[src/rtl/usbdev_wb_master.sv]
// usbdev_wb_master: command/response to classic single-cycle Wishbone master bridge.
// Optional ACK timeout is enabled by defining USBDEV_WB_MASTER_TIMEOUT_EN.
module usbdev_wb_master #(
    parameter int ADR_W          = 14,
    parameter int TIMEOUT_CYCLES = 16
) (
    input  logic             clk,
    input  logic             rst,
    input  logic             cmd_valid,
    output logic             cmd_ready,
    input  logic             cmd_we,
    input  logic [ADR_W-1:0] cmd_adr,
    input  logic [31:0]      cmd_wdata,
    input  logic [3:0]       cmd_sel,
    output logic             rsp_valid,
    input  logic             rsp_ready,
    output logic [31:0]      rsp_rdata,
    output logic             rsp_err,
    output logic             wb_CYC,
    output logic             wb_STB,
    output logic             wb_WE,
    output logic [ADR_W-1:0] wb_ADR,
    output logic [31:0]      wb_DAT_MOSI,
    output logic [3:0]       wb_SEL,
    input  logic [31:0]      wb_DAT_MISO,
    input  logic             wb_ACK
);
    typedef enum logic [1:0] {IDLE, BUS, RESP} state_t;

    state_t             r_state;
    state_t             w_next;
    logic               w_accept;
    logic               w_done;
    logic               w_tmo;
    logic               r_cyc;
    logic               r_we;
    logic [ADR_W-1:0]   r_adr;
    logic [31:0]        r_wdata;
    logic [3:0]         r_sel;
    logic               r_valid;
    logic [31:0]        r_rdata;

`ifdef USBDEV_WB_MASTER_TIMEOUT_EN
    localparam logic [7:0] TMO_LAST = 8'(TIMEOUT_CYCLES - 1);
    logic [7:0] r_wait;
    logic       r_err;
    assign w_tmo   = (r_state == BUS) && !wb_ACK && (r_wait == TMO_LAST);
    assign rsp_err = r_err;

    // Saturating wait counter; ACK always takes priority over the timeout.
    always_ff @(posedge clk or posedge rst)
        if (rst) begin
            r_wait <= '0;
            r_err  <= 1'b0;
        end else begin
            if (w_accept)
                r_wait <= '0;
            else if (r_state == BUS && !wb_ACK && r_wait != 8'hFF)
                r_wait <= r_wait + 8'd1;
            if (w_done || w_tmo)
                r_err <= w_tmo;
        end
`else
    assign w_tmo   = 1'b0;
    assign rsp_err = 1'b0;
`endif

    assign cmd_ready   = (r_state == IDLE);
    assign wb_CYC      = r_cyc;
    assign wb_STB      = r_cyc;
    assign wb_WE       = r_we;
    assign wb_ADR      = r_adr;
    assign wb_DAT_MOSI = r_wdata;
    assign wb_SEL      = r_sel;
    assign rsp_valid   = r_valid;
    assign rsp_rdata   = r_rdata;

    always_comb begin
        w_next   = r_state;
        w_accept = 1'b0;
        w_done   = 1'b0;
        case (r_state)
            IDLE: begin
                w_accept = cmd_valid;
                w_next   = cmd_valid ? BUS : IDLE;
            end
            BUS: begin
                w_done = wb_ACK;
                w_next = (wb_ACK || w_tmo) ? RESP : BUS;
            end
            RESP:    w_next = rsp_ready ? IDLE : RESP;
            default: w_next = IDLE;
        endcase
    end

    always_ff @(posedge clk or posedge rst)
        if (rst) begin
            r_state <= IDLE;
            r_cyc   <= 1'b0;
            r_we    <= 1'b0;
            r_adr   <= '0;
            r_wdata <= '0;
            r_sel   <= '0;
            r_valid <= 1'b0;
            r_rdata <= '0;
        end else begin
            r_state <= w_next;
            r_valid <= (w_next == RESP);
            if (w_accept) begin
                r_cyc   <= 1'b1;
                r_we    <= cmd_we;
                r_adr   <= cmd_adr;
                r_wdata <= cmd_wdata;
                r_sel   <= cmd_sel;
            end
            if (w_done || w_tmo) begin
                r_cyc   <= 1'b0;
                r_rdata <= (w_tmo || r_we) ? 32'd0 : wb_DAT_MISO;
            end
        end
endmodule

[config.mk]
export PLATFORM = sky130hd
export DESIGN_NAME = usbdev_wb_master
export DESIGN_NICKNAME = d
export VERILOG_FILES = /design/src/rtl/usbdev_wb_master.sv
export SDC_FILE = /design/constraint.sdc
export NUM_CORES = 1
export LEC_CHECK = 0
export ABC_AREA = 1
export ABC_CLOCK_PERIOD_IN_PS = 5470
export BUFFER_PORTS_ARGS = -buffer_cell sky130_fd_sc_hd__buf_2
export CAP_MARGIN = 10
export CELL_PAD_IN_SITES_DETAIL_PLACEMENT = 0
export CELL_PAD_IN_SITES_GLOBAL_PLACEMENT = 1
export CORE_MARGIN = 3
export CORE_UTILIZATION = 35
export DETAILED_ROUTE_END_ITERATION = 7
export PLACE_DENSITY_LB_ADDON = 0.1
export SETUP_SLACK_MARGIN = 0.15
export SLEW_MARGIN = 20
export SYNTH_ARGS = -nofsm -noshare
export SYNTH_HDL_FRONTEND = slang
export SYNTH_SLANG_ARGS = --single-unit
export TNS_END_PERCENT = 20
[constraint.sdc]
create_clock -name clk -period 5.47 [get_ports clk]
set_input_delay 0.2735 -clock clk [delete_from_list [all_inputs] [get_ports clk]]
set_output_delay 0.2735 -clock clk [all_outputs]
set_load 0.005 [all_outputs]
==> results_dict.tcl <==
set metrics [dict create \
    dpl_cell_area_sq_um 4600 \
    ctsResizeCount 0 \
    fmax_mhz 464 \
    leakagePower_nw 2.94 \
    ys_seq_area_share_pct 58.9 \
    fin_skew_ps 17.3 \
    grt_first_pass_wirelength_microns 16000 \
    start_util_pct 36.9 \
    synth_top_family_by_area "simple AND/OR/NAND/NOR gates" \
    die_h_microns 109 \
    portBuffers 174 \
    antenna_cells 0 \
    crit_path_start_kind "flip-flop" \
    fp-row-count 36 \
    gr-usage-all-layers_pct 17.2 \
    postSynthAreaPerCell_sq_um 8.27 \
    clk_latency_ps 340 \
    cts_hold_buf 0 \
    clock-sinks 87 \
    relSlewSlack_pct 34.6 \
    finalNetCount 691 \
    cts_max_level 3 \
    post_route_cells_drive_above_1_share_pct 32.5 \
    postSynthCellCount 447 \
    drt_first_pass_iters 4 \
    clock-root-buffer "clkbuf_8" \
    period_share_pct 39.4 \
    routabilityCongestion 0.739 \
    synth_simple_gate_area_share_pct 32.7 \
    ys_top_cells_by_count "nand2_1, dfrtp_1, nand3_1" \
    synth_fa_ha_area_share_pct 0 \
    synth.distinct_cells 16 \
    vias 3334 \
    finalHoldViolCount 0 \
    finish.utilization_pct 48.5 \
    placed_cells 725 \
    maxSlewViolCount 0 \
    instances_no_fill 740 \
    clk_path_buf_depth 2 \
    final.setup.tns_ps 0 \
    hp-class "in2async" \
    synth-edff-count 0 \
    critical_path_required_ps 5700 \
    end_kind "flip-flop" \
    hpwlAfterDp_microns 6660 \
    synth_top_area_cell "dfrtp_1" \
    cp_data_arrival_time_ps 2380 \
    period_needed_ps 2150 \
    antenna_found_initial 1 \
    overflow 0 \
    antenna_left 0 \
    syn-cell-area_sq_um 3690 \
    avgViaCountPerCell 4.51 \
    first_iter_violations 178 \
    worstMarginPinSlew_ps 977 \
    io-pin-count 176 \
    synth_top_area_share_pct 58.9 \
    grt_pass1_vias 3189 \
    cts_tree "done" \
    synth_compound_area_share_pct 0.406 \
    wl_per_cell_microns 13.6 \
    totalWireLength_microns 10000 \
    design.core.area_sq_um 10000 \
    ys_top_cells_by_area "dfrtp_1, nand2_1, nand3_1, inv_1, nor2_1" \
    setup_violations 0 \
    crit_type "reg2reg" \
    synthXorXnorAreaFrac_pct 0 \
    synthFlopType "dfrtp_1" \
    cts_buffers 9 \
    vdd_drop_max_mv 0.197 \
    drv_cap 0 \
    grt_max_degree 88 \
    cp_max_fo 53 \
    yosysMostFrequentCell "nand2_1" \
    die-area_sq_um 11800 \
    async_flop_share_pct 100 \
    die_w_microns 109 \
    cts_setup_buffers 0 \
    clkTransAtPathRegs_ps 90 \
    ys_warn_count 0 \
    synth_seq_cells 87 \
    fill_cells 1076 \
    finish.instance_area_sq_um 4850 \
    syn2layout_area_growth_pct 31.2 \
    synthMuxAreaShare_pct 0 \
    status "completed" \
    drc 0 \
    grt_setup_unrepaired "false" \
    postSynthNetCount 535 \
    powerDensity_nw_per_um2 539 \
]
kinds of logic after synthesis:
| group | after synthesis |
|---|---|
| simple gates | 289 |
| flops | 87 |
| other cells | 1 |
| compound gates | 3 |
| buf+inv | 67 |
flip-flops by register name (all words and copies together) (netlist names):
name,cells
rsp_rdata,32
wb_DAT_MOSI,32
wb_ADR,14
wb_SEL,4
r_state,2
rsp_valid,1
wb_CYC,1
wb_WE,1
where the power goes:
| group | total (mW) | internal, mW | switching (mW) | leakage [nW] |
|---|---|---|---|---|
| clock network | 0.545 | 0.327 | 0.218 | 0.123 |
| logic | 0.946 | 0.397 | 0.548 | 1.72 |
| registers | 1.12 | 0.931 | 0.191 | 1.09 |
| total | 2.61 | 1.65 | 0.958 | 2.94 |
worst max-delay path: stages (launching register included):
cell and delay, ps:
dfrtp_1 440, nor2_4 110, buf_4 450, nand2_2 720, nand2_1 250, nand2_1 60
metal layers:
layer	wire length, microns	share of wire [%]	up-vias	global-route usage [%]
met5	7	0.070	-	0
met4	142	1.4	2	5.23
met3	961	9.6	15	5.74
met2	4610	46	126	26.7
met1	4310	43	1511	22.8
li1	-	-	1680	-
cell type report:
type	instances	area (sq um)	share of cell area (%)
Sequential cell	87	2180	45.0
Clock buffer	12	155	3.20
Clock inverter	3	90.1	1.86
Timing Repair Buffer	177	897	18.5
Tap cell	133	166	3.43
Inverter	35	133	2.74
Multi-Input combinational cell	293	1230	25.3
per-stage QoR:
step / setup WS (ps) / power (mW) / hold WS [ps]
global placement: 3180 / 2.09 / 448
global route: 3090 / 2.85 / 144
detailed placement: 3170 / 2.11 / 453
finish: 3320 / 2.61 / 133
CTS: 3260 / 2.66 / 114
floorplan: 2950 / 1.66 / 381
path summary, 6_finish.rpt:
kind | startpoint | end | slack, ps | depth (start not counted)
min in group clk | rsp_ready | rsp_valid$_DFF_PP0_ | 130 | 2
max in group asynchronous | rst | wb_WE$_DFFE_PP0P_ | 4750 | 3
max reg2reg | r_state[1]$_DFF_PP0_ | wb_DAT_MOSI[4]$_DFFE_PP0P_ | 3320 | 5
max | r_state[1]$_DFF_PP0_ | wb_DAT_MOSI[4]$_DFFE_PP0P_ | 3320 | 5
min | rst | rsp_rdata[16]$_DFFE_PP0P_ | 130 | 3
min reg2reg | wb_DAT_MOSI[0]$_DFFE_PP0P_ | wb_DAT_MOSI[0]$_DFFE_PP0P_ | 470 | 2
cell usage in the layout, fill, tap and decap left out, drive strengths merged:
cell type / n
clkbuf: 12
nand2: 171
clkinv: 1
dfrtp: 87
buf: 177
nand3: 84
conb: 1
nor2: 34
o21ai: 3
bufinv: 3
inv: 34
(Power assumes the default switching activity.)
